### src/rtl/spi_target_pkg.sv
// -----------------------------------------------------------------------------
// xosera_pkg
// Constants and types shared by the SPI target and its synchronizer.
//   SPI_BITS_PER_BYTE : bits per SPI transfer unit
//   SPI_MIN_SCK_PHASE : minimum SCK high/low phase in system clocks
//   SPI_CNT_W         : width of the per-byte bit counter
//   spi_state_t       : transaction state (idle, post-reset lockout, active)
// -----------------------------------------------------------------------------
package xosera_pkg;

    localparam int unsigned SPI_BITS_PER_BYTE = 8;
    localparam int unsigned SPI_MIN_SCK_PHASE = 4;
    localparam int unsigned SPI_CNT_W         = $clog2(SPI_BITS_PER_BYTE);

    typedef enum logic [1:0] {
        SPI_IDLE    = 2'd0,
        SPI_LOCKOUT = 2'd1,
        SPI_ACTIVE  = 2'd2
    } spi_state_t;

    typedef logic [SPI_BITS_PER_BYTE-1:0] spi_byte_t;

endpackage

### src/rtl/spi_target_sync_bit.sv
// -----------------------------------------------------------------------------
// sync_bit
// N-flop synchronizer for one asynchronous input, followed by one history
// register used for edge detection. Level and edge outputs are aligned:
// all three reflect the same synchronized sample, STAGES+1 clocks after the
// pin changed.
//   clk     : system clock
//   reset   : synchronous active-high reset (clears the edge strobes only)
//   d_i     : asynchronous input
//   level_o : synchronized level
//   rise_o  : one-cycle strobe, synchronized rising edge
//   fall_o  : one-cycle strobe, synchronized falling edge
// -----------------------------------------------------------------------------
module sync_bit #(
    parameter int unsigned STAGES = 2
) (
    input  logic clk,
    input  logic reset,
    input  logic d_i,
    output logic level_o,
    output logic rise_o,
    output logic fall_o
);

    logic [STAGES-1:0] sync_q;
    logic [STAGES-1:0] sync_d;
    logic              prev_q;
    logic              prev_d;
    logic              rise_q;
    logic              rise_d;
    logic              fall_q;
    logic              fall_d;

    always_comb begin
        sync_d = {sync_q[STAGES-2:0], d_i};
        prev_d = sync_q[STAGES-1];
        rise_d = sync_q[STAGES-1] & ~prev_q;
        fall_d = ~sync_q[STAGES-1] & prev_q;
    end

    // The chain keeps tracking the pin through reset so the level is already
    // valid when reset releases; this is what lets the parent detect a CS
    // that was held low across reset.
    always_ff @(posedge clk) begin
        sync_q <= sync_d;
        prev_q <= prev_d;
    end

    always_ff @(posedge clk) begin
        if (reset) begin
            rise_q <= 1'b0;
            fall_q <= 1'b0;
        end else begin
            rise_q <= rise_d;
            fall_q <= fall_d;
        end
    end

    assign level_o = prev_q;
    assign rise_o  = rise_q;
    assign fall_o  = fall_q;

endmodule

### src/rtl/spi_target.sv
// -----------------------------------------------------------------------------
// spi_target
// SPI mode-0 target. SCK, COPI and CS are oversampled by clk; received bytes
// are presented as a strobed byte stream and reply bytes are shifted out on
// CIPO, MSB first.
//   clk, reset   : system clock, synchronous active-high reset
//   spi_sck_i    : SPI clock (asynchronous)
//   spi_copi_i   : controller-out data (asynchronous)
//   spi_cs_i     : chip select, active low (asynchronous)
//   spi_cipo_o   : target-out data, 0 while no transaction is open
//   rx_byte_o    : last complete received byte
//   rx_valid_o   : one-cycle strobe, rx_byte_o is new
//   rx_first_o   : with rx_valid_o, byte is the first of the CS frame
//   tx_byte_i    : next reply byte, sampled only when tx_load_o is high
//   tx_load_o    : one-cycle strobe, tx_byte_i sampled this cycle
//   cs_active_o  : transaction open
// -----------------------------------------------------------------------------
module spi_target #(
    parameter int unsigned SYNC_STAGES = 2
) (
    input  logic       clk,
    input  logic       reset,
    input  logic       spi_sck_i,
    input  logic       spi_copi_i,
    input  logic       spi_cs_i,
    output logic       spi_cipo_o,
    output logic [7:0] rx_byte_o,
    output logic       rx_valid_o,
    output logic       rx_first_o,
    input  logic [7:0] tx_byte_i,
    output logic       tx_load_o,
    output logic       cs_active_o
);

    import xosera_pkg::*;

    localparam logic [SPI_CNT_W-1:0] LAST_BIT = SPI_CNT_W'(SPI_BITS_PER_BYTE - 1);

    // -------------------------------------------------------------------------
    // Input synchronizers
    // -------------------------------------------------------------------------
    logic sck_rise;
    logic sck_fall;
    logic sck_level_unused;
    logic cs_level;
    logic cs_rise;
    logic cs_fall;
    logic copi_level;
    logic copi_rise_unused;
    logic copi_fall_unused;

    sync_bit #(.STAGES(SYNC_STAGES)) u_sck_sync (
        .clk     (clk),
        .reset   (reset),
        .d_i     (spi_sck_i),
        .level_o (sck_level_unused),
        .rise_o  (sck_rise),
        .fall_o  (sck_fall)
    );

    sync_bit #(.STAGES(SYNC_STAGES)) u_cs_sync (
        .clk     (clk),
        .reset   (reset),
        .d_i     (spi_cs_i),
        .level_o (cs_level),
        .rise_o  (cs_rise),
        .fall_o  (cs_fall)
    );

    // COPI goes through the same depth so its level lines up with sck_rise.
    sync_bit #(.STAGES(SYNC_STAGES)) u_copi_sync (
        .clk     (clk),
        .reset   (reset),
        .d_i     (spi_copi_i),
        .level_o (copi_level),
        .rise_o  (copi_rise_unused),
        .fall_o  (copi_fall_unused)
    );

    // -------------------------------------------------------------------------
    // State
    // -------------------------------------------------------------------------
    spi_state_t                   state_q,      state_d;
    logic [SPI_CNT_W-1:0]         bit_cnt_q,    bit_cnt_d;
    // Seven bits suffice: the eighth comes straight from copi_level.
    logic [SPI_BITS_PER_BYTE-2:0] rx_shift_q,   rx_shift_d;
    spi_byte_t                    tx_shift_q,   tx_shift_d;
    logic                         armed_q,      armed_d;
    logic                         byte_done_q,  byte_done_d;
    spi_byte_t                    rx_byte_q,    rx_byte_d;
    logic                         rx_valid_q,   rx_valid_d;
    logic                         rx_first_q,   rx_first_d;
    logic                         cs_active_q,  cs_active_d;
    logic                         cipo_q,       cipo_d;
    logic                         tx_load;

    always_comb begin
        state_d     = state_q;
        bit_cnt_d   = bit_cnt_q;
        rx_shift_d  = rx_shift_q;
        tx_shift_d  = tx_shift_q;
        armed_d     = armed_q;
        byte_done_d = byte_done_q;
        rx_byte_d   = rx_byte_q;
        rx_valid_d  = 1'b0;
        rx_first_d  = 1'b0;
        tx_load     = 1'b0;

        unique case (state_q)
            // CS was low when reset released: wait for it to go high so a
            // half-received frame is never picked up mid-stream.
            SPI_LOCKOUT: begin
                if (cs_level) begin
                    state_d = SPI_IDLE;
                end
            end

            SPI_IDLE: begin
                if (cs_fall) begin
                    state_d     = SPI_ACTIVE;
                    bit_cnt_d   = '0;
                    tx_shift_d  = tx_byte_i;
                    tx_load     = 1'b1;
                    armed_d     = 1'b1;
                    byte_done_d = 1'b0;
                end
            end

            SPI_ACTIVE: begin
                if (sck_rise) begin
                    rx_shift_d = {rx_shift_q[SPI_BITS_PER_BYTE-3:0], copi_level};
                    bit_cnt_d  = bit_cnt_q + 1'b1;
                    if (bit_cnt_q == LAST_BIT) begin
                        rx_byte_d   = {rx_shift_q, copi_level};
                        rx_valid_d  = 1'b1;
                        rx_first_d  = armed_q;
                        armed_d     = 1'b0;
                        byte_done_d = 1'b1;
                    end
                end else if (sck_fall) begin
                    if ((bit_cnt_q == '0) && byte_done_q) begin
                        tx_shift_d = tx_byte_i;
                        tx_load    = 1'b1;
                    end else begin
                        tx_shift_d = {tx_shift_q[SPI_BITS_PER_BYTE-2:0], 1'b0};
                    end
                end
                // Evaluated after the SCK edge so a byte completing in the
                // same cycle as CS release is still delivered.
                if (cs_rise) begin
                    state_d   = SPI_IDLE;
                    bit_cnt_d = '0;
                end
            end

            default: begin
                state_d = SPI_LOCKOUT;
            end
        endcase

        cs_active_d = (state_d == SPI_ACTIVE);
        cipo_d      = cs_active_d & tx_shift_d[SPI_BITS_PER_BYTE-1];
    end

    always_ff @(posedge clk) begin
        if (reset) begin
            state_q     <= SPI_LOCKOUT;
            bit_cnt_q   <= '0;
            rx_shift_q  <= '0;
            tx_shift_q  <= '0;
            armed_q     <= 1'b0;
            byte_done_q <= 1'b0;
            rx_byte_q   <= '0;
            rx_valid_q  <= 1'b0;
            rx_first_q  <= 1'b0;
            cs_active_q <= 1'b0;
            cipo_q      <= 1'b0;
        end else begin
            state_q     <= state_d;
            bit_cnt_q   <= bit_cnt_d;
            rx_shift_q  <= rx_shift_d;
            tx_shift_q  <= tx_shift_d;
            armed_q     <= armed_d;
            byte_done_q <= byte_done_d;
            rx_byte_q   <= rx_byte_d;
            rx_valid_q  <= rx_valid_d;
            rx_first_q  <= rx_first_d;
            cs_active_q <= cs_active_d;
            cipo_q      <= cipo_d;
        end
    end

    assign spi_cipo_o  = cipo_q;
    assign rx_byte_o   = rx_byte_q;
    assign rx_valid_o  = rx_valid_q;
    assign rx_first_o  = rx_first_q;
    assign cs_active_o = cs_active_q;
    // Combinational so the strobe marks the very cycle tx_byte_i is captured;
    // it only depends on registered edge strobes and state.
    assign tx_load_o   = tx_load;

endmodule

### config.mk
export PLATFORM = sky130hd
export DESIGN_NAME = spi_target
export DESIGN_NICKNAME = d
export VERILOG_FILES = /design/src/rtl/spi_target_pkg.sv /design/src/rtl/spi_target_sync_bit.sv /design/src/rtl/spi_target.sv
export SDC_FILE = /design/constraint.sdc
export NUM_CORES = 1
export LEC_CHECK = 0
export ABC_AREA = 1
export BUFFER_PORTS_ARGS = -buffer_cell sky130_fd_sc_hd__buf_2
export CORE_AREA = 2 2 68 70
export CTS_CLUSTER_DIAMETER = 30
export DETAILED_ROUTE_END_ITERATION = 10
export DIE_AREA = 0 0 70 72
export PLACE_DENSITY = 0.65
export SYNTH_ARGS = -nofsm -noshare
export SYNTH_HDL_FRONTEND = slang
export SYNTH_HIERARCHICAL = 1
export SYNTH_SLANG_ARGS = --single-unit
### constraint.sdc
create_clock -name clk -period 1.5 [get_ports clk]
set_input_delay 0.225 -clock clk [delete_from_list [all_inputs] [get_ports clk]]
set_output_delay 0.225 -clock clk [all_outputs]
set_load 0.1 [all_outputs]
==> results.md <==
- Die height: between 70 and 80 um
- Hold wc startpoint: spi_sck_i
- TritonCTS buffer count: 5
- I/O Pins: 26
- CTS max path bufs: 2
- Reg2reg setup slack: 70 ps
- Area of the die: 5040 um^2
- Worst Reg-to-Reg Cells: 11
- Buf/Inv on CP: 2
- CTS tree: built
- Slowest-stage cell, CP: dfxtp_2
- DIE WIDTH: 70 um
- Combinational share of power: under 10%
- Top achievable clock speed: 649 MHz
- Clock slew at reported path FFs: around 80 ps
- CP required: between 1000 and 1500 ps
- Worst path max stage delay: 330 ps
- Period utilization: 103%
- WP data arrival: 1320 ps
- Maxcap violations: 0
- Layout Nets: 286
- Global-route usage over all layers: 13.6%
- Total grt overflow: 0
- Syn Inst Count: 232
- Post-DP HPWL: 2180 um
- Latest clock arrival within the worst-skew pair: 300 ps
- Initial core utilization: 41.9%
- Hold WC Path Type: in -> reg
- Routed WL per cell: between 9 and 10 um
- Setup-failing EPs final: 1
- Commonest non-fill, non-tap cells in the layout: nand2_1 (52), dfxtp_1 (45), inv_1 (31)
- WL final: 3180 um
- Hold depth: 1
- Most Frequent Cell on Critical Path: nand2_4
- Routed wl met2: 1410 um
- Vias: 1460
- CP endpoint kind: output port
- Max layer used: met4
- DR WL met3: 159 um
- 1st-iter DRT viols: 82
- Crit path max-delay family: flip-flops
- Core box area: approximately 4300 um^2
- GP Congestion: between 0.8 and 0.9
- WHS: between 20 and 25 ps
- Crit path launch type: register
- Ratio of cells with drive above 1 in the final layout: between 20 and 30%
- Clock network fraction of design power: 40.1%
- Switch Pwr: 508 uW
- RSZ-0062 raised after global routing: true
- Dpl cells: 310
- Final worst slack: -40.2 ps
- R2r endpoint: tx_shift_q[7]
- Rows: 24
- Non-Filler Instances: 323
- Outcome: finished with violations
- CP max FO: 2
- Drt first pass iters: 4
- WL met1: 1530 um
- Clk Tree Root Cell: clkbuf_8
- Final TNS setup: -40.2 ps
- Largest net degree at the start of global routing: 17
- Antenna cells: 0
- Power per Cell Area: 1050 nW/um^2
- Fin. max-slew vios: 0
- Worst Hold End: u_sck_sync/sync_q[0]
- Syn Std Cell Area: 1790 um^2
- Net Sw Frac: 21.9%
- Global-route wire length before repair: 5440 um
- Syn_area_per_cell: 7.70 um^2
- Slew headroom: 67.6%
- CTS sink count: 47
- Fin crit period: 1540 ps
- Critical path type: reg -> out
- Detail-routed via count per cell: 4.52
- Initial antenna violation count: 0
- Internal Pwr Total: 1810 uW
- Synth warnings: 6
- Slew at the pin closest to its max-slew limit: 489 ps
- Most common cell after layout, fill and taps aside: nand2_1
- H-tree depth: 2
- Skew final: 5.82 ps
- Syn nets: 248
- IO Port Bufs: 25
- Crit path depth: 7
- Final Hold Viols: 0
- Failing checks: negative setup slack
- Final ANT Viol Nets: 0
- Pleak: between 0.001 and 0.0015 uW
- Detailed-route DRC error count: 0
- P&R area growth vs syn: 23.4%
- CP cell instances: inv_2 > ha_4 > nand2_4 > nor2_4 > nand3_2 > nand2_4 > buf_12
- Reg-to-reg startpoint: bit_cnt_q[0]
- Reg power frac: 55.4%
- Worst VDD drop: 713 uV
- Tot Pwr: 2320 uW
- Vias in the first global route: 1249
- Final core utilization: between 50 and 60%
==> worst max-delay path by stage <==
stage / endpoint / start
floorplan: tx_shift_q[0] / bit_cnt_q[0]
global placement: tx_shift_q[7] / bit_cnt_q[0]
detailed placement: tx_shift_q[7] / bit_cnt_q[0]
CTS: tx_load_o / bit_cnt_q[1]
global route: tx_load_o / bit_cnt_q[0]
finish: tx_load_o / bit_cnt_q[0]
==> routing by layer <==
metal / GRT usage [%] / vias to the layer above
li1: - / 795
met1: 16.3 / 628
met2: 21.6 / 30
met3: 4.58 / 7
met4: 7.48 / 0
met5: 0 / -
==> power groups by stage <==
stage	Clock, uW	Sequential [uW]	Combinational, uW
after floorplan	0	1320	63.6
after global placement	0	1320	105
after detailed placement	0	1320	105
after CTS	964	1290	105
after global routing	1010	1290	121
final	930	1290	106
==> state kept, by name (all words and copies together), names as in the netlist <==
name	flops
armed_q	1
u_copi_sync/level_o	1
bit_cnt_q	3
u_cs_sync/sync_q	2
u_sck_sync/rise_o	1
u_sck_sync/sync_q	2
rx_byte_o	8
rx_shift_q	7
cs_active_o	1
u_cs_sync/level_o	1
rx_first_o	1
byte_done_q	1
u_copi_sync/sync_q	2
u_cs_sync/fall_o	1
u_cs_sync/rise_o	1
spi_cipo_o	1
rx_valid_o	1
u_sck_sync/level_o	1
tx_shift_q	8
state_q	2
u_sck_sync/fall_o	1
==> stage by stage <==
step | instance area (um^2) | worst slack (ps)
2_1_floorplan | 1790 | 45.3
3_3_place_gp | 2010 | 170
3_5_place_dp | 2010 | 124
4_1_cts | 2180 | -86.2
5_1_grt | 2200 | -102
6_report | 2200 | -40.2
==> repair_timing <==
action	in CTS	in global routing
gates cloned	0	0
hold buffers	0	0
gates resized for setup	9	5
buffers inserted	5	0
pin swaps	4	2
endpoints found under the setup margin	1	9
==> final cells by class <==
class	instances	area [um^2]
clock buffers	5	68.8
clock inverters	3	46.3
fillers	434	2060
inverters	40	153
multi-input cells	142	719
flip-flops and latches	47	943
well taps	52	65.1
repair buffers	34	208
Power figures use the tool's default switching activity.
